**config.mk**
```make
export PLATFORM = sky130hd
export DESIGN_NAME = vec_lut_seq_flat
export DESIGN_NICKNAME = d
export VERILOG_FILES = /design/src/rtl/vec_lut_pkg.sv /design/src/rtl/vec_lut_seq_if.sv /design/src/rtl/lut_interp_lane.sv /design/src/rtl/vec_lut_seq.sv /design/src/flat_wrapper.sv
export SDC_FILE = /design/constraint.sdc
export NUM_CORES = 1
export LEC_CHECK = 0
export ABC_AREA = 1
export CAP_MARGIN = 10
export CORE_MARGIN = 4
export CORE_UTILIZATION = 49
export CTS_BUF_LIST = sky130_fd_sc_hd__clkbuf_4 sky130_fd_sc_hd__clkbuf_8
export DETAILED_ROUTE_END_ITERATION = 6
export PLACE_DENSITY = 0.87
export SYNTH_ARGS = -nofsm -noshare
export SYNTH_HDL_FRONTEND = slang
export SYNTH_HIERARCHICAL = 1
export SYNTH_SLANG_ARGS = --single-unit
```
**constraint.sdc**
```tcl
create_clock -name CLK -period 2.6 [get_ports CLK]
set_input_delay 0.39 -clock CLK [delete_from_list [all_inputs] [get_ports CLK]]
set_output_delay 0.39 -clock CLK [all_outputs]
set_load 0.02 [all_outputs]
```
**src/rtl/vec_lut_pkg.sv**
```systemverilog
// Shared types, default sizes and element field helpers for the vector LUT sequencer.
package vec_lut_pkg;

    localparam int unsigned DefLanes    = 8;
    localparam int unsigned DefInw      = 8;
    localparam int unsigned DefRomDepth = 16;
    localparam int unsigned DefWordSize = 16;

    typedef enum logic [1:0] {
        StIdle,
        StIssue,
        StDrain,
        StDone
    } state_e;

    // ROM index lives in the top addrw bits of an inw-bit element.
    function automatic int unsigned lut_index(logic [31:0] elem, int unsigned inw,
                                              int unsigned addrw);
        logic [31:0] sh;
        sh = elem >> (inw - addrw);
        return sh & ((32'd1 << addrw) - 32'd1);
    endfunction

    function automatic int unsigned lut_frac(logic [31:0] elem, int unsigned fracw);
        return elem & ((32'd1 << fracw) - 32'd1);
    endfunction

endpackage

```
**src/rtl/vec_lut_seq_if.sv**
```systemverilog
// Input vector, ROM port and result vector handshakes of the LUT sequencer.
interface vec_lut_seq_if
    import vec_lut_pkg::*;
#(
    parameter int unsigned LANES    = DefLanes,
    parameter int unsigned INW      = DefInw,
    parameter int unsigned ROMDEPTH = DefRomDepth,
    parameter int unsigned WORDSIZE = DefWordSize
);
    localparam int unsigned ADDRW = $clog2(ROMDEPTH);

    logic                      in_valid;
    logic                      in_ready;
    logic [LANES*INW-1:0]      in_vec;
    logic [ADDRW-1:0]          rom_addr;
    logic [WORDSIZE-1:0]       rom_data;
    logic                      out_valid;
    logic                      out_ready;
    logic [LANES*WORDSIZE-1:0] out_vec;
    logic                      busy;

    modport slave (
        input  in_valid, in_vec, rom_data, out_ready,
        output in_ready, rom_addr, out_valid, out_vec, busy
    );

    modport master (
        output in_valid, in_vec, rom_data, out_ready,
        input  in_ready, rom_addr, out_valid, out_vec, busy
    );

endinterface

```
**src/rtl/lut_interp_lane.sv**
```systemverilog
// Combinational linear interpolation a + ((b-a)*frac >>> FRACW); used only with LUT_INTERP_EN.
module lut_interp_lane #(
    parameter int unsigned WORDSIZE = 16,
    parameter int unsigned FRACW    = 4
) (
    input  logic [WORDSIZE-1:0] a,
    input  logic [WORDSIZE-1:0] b,
    input  logic [FRACW-1:0]    frac,
    output logic [WORDSIZE-1:0] result
);
    localparam int unsigned PW = WORDSIZE + 1 + FRACW;

    logic signed [WORDSIZE:0] diff;
    logic signed [PW-1:0]     prod;
    logic signed [PW-1:0]     step;
    logic                     unused_step_hi;

    assign diff = $signed({1'b0, b}) - $signed({1'b0, a});
    assign prod = PW'(diff) * $signed(PW'({1'b0, frac}));
    assign step = prod >>> FRACW;

    // The step never leaves [a, b], so modulo-2^WORDSIZE addition is exact.
    assign result         = a + WORDSIZE'(step);
    assign unused_step_hi = ^step[PW-1:WORDSIZE];

endmodule

```
**src/rtl/vec_lut_seq.sv**
```systemverilog
// Serial ROM lookup sequencer: one vector in, one ROM read per lane, assembled vector out.
// Define LUT_INTERP_EN for two reads per lane and linear interpolation on the fraction bits.
module vec_lut_seq
    import vec_lut_pkg::*;
#(
    parameter int unsigned LANES    = DefLanes,
    parameter int unsigned INW      = DefInw,
    parameter int unsigned ROMDEPTH = DefRomDepth,
    parameter int unsigned WORDSIZE = DefWordSize
) (
    input logic          CLK,
    input logic          RST,
    vec_lut_seq_if.slave bus
);
    localparam int unsigned ADDRW = $clog2(ROMDEPTH);
    localparam int unsigned FRACW = INW - ADDRW;
`ifdef LUT_INTERP_EN
    localparam int unsigned NREADS = 2 * LANES;
`else
    localparam int unsigned NREADS = LANES;
`endif
    localparam int unsigned SHIFT = (NREADS / LANES) - 1;
    localparam int unsigned CNTW  = $clog2(NREADS + 1);
    localparam int unsigned LW    = (LANES > 1) ? $clog2(LANES) : 1;
    localparam logic [CNTW-1:0]  LastRead = CNTW'(NREADS - 1);
    localparam logic [ADDRW-1:0] TopIdx   = ADDRW'(ROMDEPTH - 1);

    state_e                         state_q, state_d;
    logic [LANES-1:0][INW-1:0]      vec_q;
    logic [LANES-1:0][WORDSIZE-1:0] res_q;
    logic [CNTW-1:0]                issue_q;
    logic [CNTW-1:0]                cap_q;
    logic                           accept;
    logic                           cap_en;
    logic [LW-1:0]                  issue_lane;
    logic [LW-1:0]                  cap_lane;
    logic [ADDRW-1:0]               issue_idx;
    logic [WORDSIZE-1:0]            cap_word;

`ifdef LUT_INTERP_EN
    logic [WORDSIZE-1:0] a_q;
    logic [WORDSIZE-1:0] interp_res;
    logic [FRACW-1:0]    cap_frac;

    assign cap_frac = FRACW'(lut_frac(32'(vec_q[cap_lane]), FRACW));

    lut_interp_lane #(
        .WORDSIZE (WORDSIZE),
        .FRACW    (FRACW)
    ) u_interp (
        .a      (a_q),
        .b      (bus.rom_data),
        .frac   (cap_frac),
        .result (interp_res)
    );

    assign cap_word = interp_res;
`else
    assign cap_word = bus.rom_data;
`endif

    assign bus.in_ready  = (state_q == StIdle) & ~RST;
    assign bus.out_valid = (state_q == StDone);
    assign bus.busy      = (state_q != StIdle);
    assign bus.out_vec   = res_q;

    assign accept   = bus.in_valid & bus.in_ready;
    // Reads lag their issue by one cycle; DRAIN picks up the last word.
    assign cap_en   = ((state_q == StIssue) && (issue_q != '0)) || (state_q == StDrain);
    assign cap_lane = LW'(cap_q >> SHIFT);

    always_ff @(posedge CLK) begin
        if (RST) begin
            state_q <= StIdle;
        end else begin
            state_q <= state_d;
        end
    end

    always_comb begin
        state_d = state_q;
        unique case (state_q)
            StIdle:  if (accept) state_d = StIssue;
            StIssue: if (issue_q == LastRead) state_d = StDrain;
            StDrain: state_d = StDone;
            StDone:  if (bus.out_ready) state_d = StIdle;
            default: state_d = StIdle;
        endcase
    end

    always_comb begin
        issue_lane = LW'(issue_q >> SHIFT);
        issue_idx  = ADDRW'(lut_index(32'(vec_q[issue_lane]), INW, ADDRW));
`ifdef LUT_INTERP_EN
        // Odd reads fetch the upper neighbour, saturating at the last entry.
        if (issue_q[0] && (issue_idx != TopIdx)) begin
            issue_idx = issue_idx + ADDRW'(1);
        end
`endif
        bus.rom_addr = '0;
        if (state_q == StIssue) begin
            bus.rom_addr = issue_idx;
        end
    end

    always_ff @(posedge CLK) begin
        if (RST) begin
            vec_q   <= '0;
            res_q   <= '0;
            issue_q <= '0;
            cap_q   <= '0;
`ifdef LUT_INTERP_EN
            a_q     <= '0;
`endif
        end else begin
            if (accept) begin
                vec_q   <= bus.in_vec;
                issue_q <= '0;
                cap_q   <= '0;
            end
            if (state_q == StIssue) begin
                issue_q <= issue_q + CNTW'(1);
            end
            if (cap_en) begin
                cap_q <= cap_q + CNTW'(1);
`ifdef LUT_INTERP_EN
                if (!cap_q[0]) begin
                    a_q <= bus.rom_data;
                end else begin
                    res_q[cap_lane] <= cap_word;
                end
`else
                res_q[cap_lane] <= cap_word;
`endif
            end
        end
    end

endmodule
```
**src/flat_wrapper.sv**
```systemverilog
// flat-port wrapper written by rule: the top's interface ports become plain ports
module vec_lut_seq_flat import vec_lut_pkg::*;
#(
    parameter int unsigned LANES    = DefLanes,
    parameter int unsigned INW      = DefInw,
    parameter int unsigned ROMDEPTH = DefRomDepth,
    parameter int unsigned WORDSIZE = DefWordSize
)
  (CLK, RST, bus_in_valid, bus_in_vec, bus_rom_data, bus_out_ready, bus_in_ready, bus_rom_addr, bus_out_valid, bus_out_vec, bus_busy);
  vec_lut_seq_if #(.LANES(LANES), .INW(INW), .ROMDEPTH(ROMDEPTH), .WORDSIZE(WORDSIZE)) bus_i ();
  input logic CLK;
  input logic RST;
  input wire logic [$bits(bus_i.in_valid)-1:0] bus_in_valid;
  input wire logic [$bits(bus_i.in_vec)-1:0] bus_in_vec;
  input wire logic [$bits(bus_i.rom_data)-1:0] bus_rom_data;
  input wire logic [$bits(bus_i.out_ready)-1:0] bus_out_ready;
  output wire logic [$bits(bus_i.in_ready)-1:0] bus_in_ready;
  output wire logic [$bits(bus_i.rom_addr)-1:0] bus_rom_addr;
  output wire logic [$bits(bus_i.out_valid)-1:0] bus_out_valid;
  output wire logic [$bits(bus_i.out_vec)-1:0] bus_out_vec;
  output wire logic [$bits(bus_i.busy)-1:0] bus_busy;
  assign bus_i.in_valid = bus_in_valid;
  assign bus_i.in_vec = bus_in_vec;
  assign bus_i.rom_data = bus_rom_data;
  assign bus_i.out_ready = bus_out_ready;
  assign bus_in_ready = bus_i.in_ready;
  assign bus_rom_addr = bus_i.rom_addr;
  assign bus_out_valid = bus_i.out_valid;
  assign bus_out_vec = bus_i.out_vec;
  assign bus_busy = bus_i.busy;
  vec_lut_seq #(.LANES(LANES), .INW(INW), .ROMDEPTH(ROMDEPTH), .WORDSIZE(WORDSIZE)) u_core (.CLK(CLK), .RST(RST), .bus(bus_i));
endmodule
```
==> run summary <==
GPL Wtd Cong: 0.805
Final setup viols: 0
FFs w/ async S/R, synth: 0%
Die ar.: 16600 um^2
filler cell count: 1169
Mapped Cells: 1014
synth warn: 6
Post-DP HPWL: 13800 um
Multi-input gate area: 3290 um^2
LEAKAGE: 3.86 nW
status: finished, final reports clean
flops & latches, synth: 169
Critical Path RT: 2210 ps
top post-synthesis cells by area: dfxtp_1 47%, a21oi_1 11%, nand3_1 11%
post-route ant nets: 0
sequential cell area: 3390 um^2
die width: 129 um
initial DRC count: 1060
DR vias/cell: 5.42
nets: 1246
CTS Hold Buffers Added: 0
CORE AREA: 14100 um^2
post-synth top area cell: dfxtp_1
Hold Path Stages: 2
startpoint type of the worst setup path: register
top cell type's share of synthesized area: 47.2%
average routed wire per standard cell: 15.7 um
Rows: 43
Starting Density: 50.8%
Clock Skews: 17.8 ps
RSZ-0062 raised after global routing: no
initial antenna violation count: 0
Max transition margin: 62.0%
worst hold path class: reg2reg
vias in the first global route: 6516
aggregate global routing overflow: 0
worst slack at placement: 318 ps
CTS sink cnt: 169
critical path class: reg2out
R2R setup slack: 570 ps
Setup crit end kind: output port
Max Freq: 0.411 GHz
ANT cells: 0
layout cells sized above 1: 6.00%
H-tree depth: 4
Max FO, Critical Path: 9
Hold Crit Start: u_core/vec_q[47]
Netlist cell types: 19
Synth Cell Area: 7170 um^2
Synth Flop Type: dfxtp_1
Fin. Hold Viols: 0
Clock Path Buffers: 2
EDFF count, synth: 0
Slew @ Worst Pin: 569 ps
DIE HEIGHT: 129 um
Avg Cell Area, Syn: 7.07 um^2
number of setup buffers added after CTS: 0
Hold Path End: u_core/vec_q[47]
reg2reg start: u_core/issue_q[1]
register area share after synthesis: 47.2%
Max-Cap Viols: 0
Final Slew Violations: 0
most frequent cell after synthesis: nand2_1
largest net degree at the start of global routing: 78
Port Buf Inserts: 186
Residual DRC: 0
worst reg-to-reg path cell count: 9
syn nets: 1106
first-pass GRT wire length: 32800 um
Clock transition at path regs: 90 ps
io pins: 219
Routed WL: 21200 um
final worst slack: 167 ps
crit path time final: 2430 ps
final core occ: 68.8%
VDD IR-drop max: 0.622 mV
Clock Latency Late Sink: 450 ps
via count: 7297
Tot GR Track Use: 25.1%
CTS tree: yes
Final TNS setup: 0 ps
Pre-Repair DR Iteration Count: 6
Root Buffer: clkbuf_8
Post-synth top cells: 187 x nand2_1, 169 x dfxtp_1, 164 x a21oi_1, 153 x nand3_1, 143 x nor2_1
Arr. time, crit path: 2040 ps
Num CTS Buffers: 17
period utilization: 93.6%
pwr dens: 814 nW/um^2
Syn-to-layout area delta: 35.3%
worst r2r dst: u_core/bus.out_vec[36]
## power breakdown
| group | internal (W) | leakage [nW] | total (W) | switching (W) |
|---|---|---|---|---|
| Combinational | 0.000967 | 2.24 | 0.00272 | 0.00175 |
| Sequential | 0.00285 | 1.37 | 0.00302 | 0.000174 |
| Clock | 0.00122 | 0.243 | 0.00215 | 0.000935 |
| Total | 0.00504 | 3.86 | 0.00789 | 0.00286 |
## logic make-up (layout without fill, tap and decap cells)
kind of cell    Yosys count  count (layout)  synth area share [%]
fa+ha+maj                 8               8                  1.40
simple gates            496             496                  29.4
xor+xnor                  1               1                 0.122
compound gates          200             200                  14.1
buf+inv                 140             293                  7.79
flops                   169             169                  47.2
## worst max path at each step
stage | start | end | cells after the start | slack (ps)
final | u_core/issue_q[0] | bus_rom_addr[1] | 7 | 170
after detailed placement | u_core/issue_q[0] | bus_rom_addr[3] | 7 | 320
after floorplan | u_core/issue_q[0] | u_core/bus.out_vec[64] | 11 | 530
after global placement | u_core/issue_q[0] | bus_rom_addr[3] | 7 | 330
after CTS | u_core/state_q[1] | bus_rom_addr[3] | 5 | 50
after global routing | u_core/issue_q[0] | bus_rom_addr[1] | 7 | 7
## stage by stage
| step | area (um^2) | total power, W | std cells | hold slack, ps |
|---|---|---|---|---|
| finish | 9700 | 0.00789 | 1347 | 461 |
| global route | 9700 | 0.00835 | 1347 | 466 |
| CTS | 9680 | 0.00789 | 1347 | 446 |
| detailed placement | 9210 | 0.00575 | 1315 | 448 |
| global placement | 9210 | 0.00569 | 1315 | 442 |
| floorplan | 7170 | 0.00486 | 1014 | 429 |
## cell type report
type                            instances  share of cell area (%)
Inverter                               56                    2.21
Multi-Input combinational cell        705                    33.9
Clock buffer                           20                    2.84
Tap cell                              180                    2.32
Timing Repair Buffer                  205                    21.8
Sequential cell                       169                    34.9
Clock inverter                         12                    1.99
## repair_timing
item / CTS / global route
pin swaps: 0 / 0
setup endpoints to repair: 4 / 4
resized for setup: 4 / 4
## registers in the layout, summed over array words and instances, names as in the netlist
name	cells
u_core/cap_q	3
u_core/bus.out_vec	128
u_core/vec_q	32
u_core/state_q	2
u_core/issue_q	4
## cells in the final DEF (no fill, tap or decap)
cell,count
nand2_1,186
clkdlybuf4s50_1,183
dfxtp_1,167
a21oi_1,164
nand3_1,152
nor2_1,143
inv_1,50
o21ai_0,31
clkbuf_8,20
buf_4,11
buf_12,8
ha_1,7
clkinv_2,6
bufinv_16,5
nor3_4,5
nand4_1,5
o211ai_1,4
inv_2,4
dlymetal6s2s_1,3
nor3_2,3
dfxtp_2,2
clkinv_4,1
inv_6,1
nand2_4,1
inv_4,1
nand3_2,1
xor2_1,1
o21ai_1,1
ha_4,1
## worst max-delay path, stage by stage (launching register included)
cell and delay [ps]:
dfxtp_2 420, clkinv_2 150, nand2_1 90, nand3_1 60, nand3_1 90, nand2_1 60, nor2_1 100, clkdlybuf4s50_1 610
## metal layers
metal / track usage [%] / part of all wire, % / wire length [um]
met1: 32.1 / 40 / 8430
met2: 38.9 / 47 / 9920
met3: 7.10 / 10 / 2120
met4: 12.4 / 3.3 / 701
met5: 0 / 0 / 0
No activity file was read; power rests on OpenSTA's default activity.
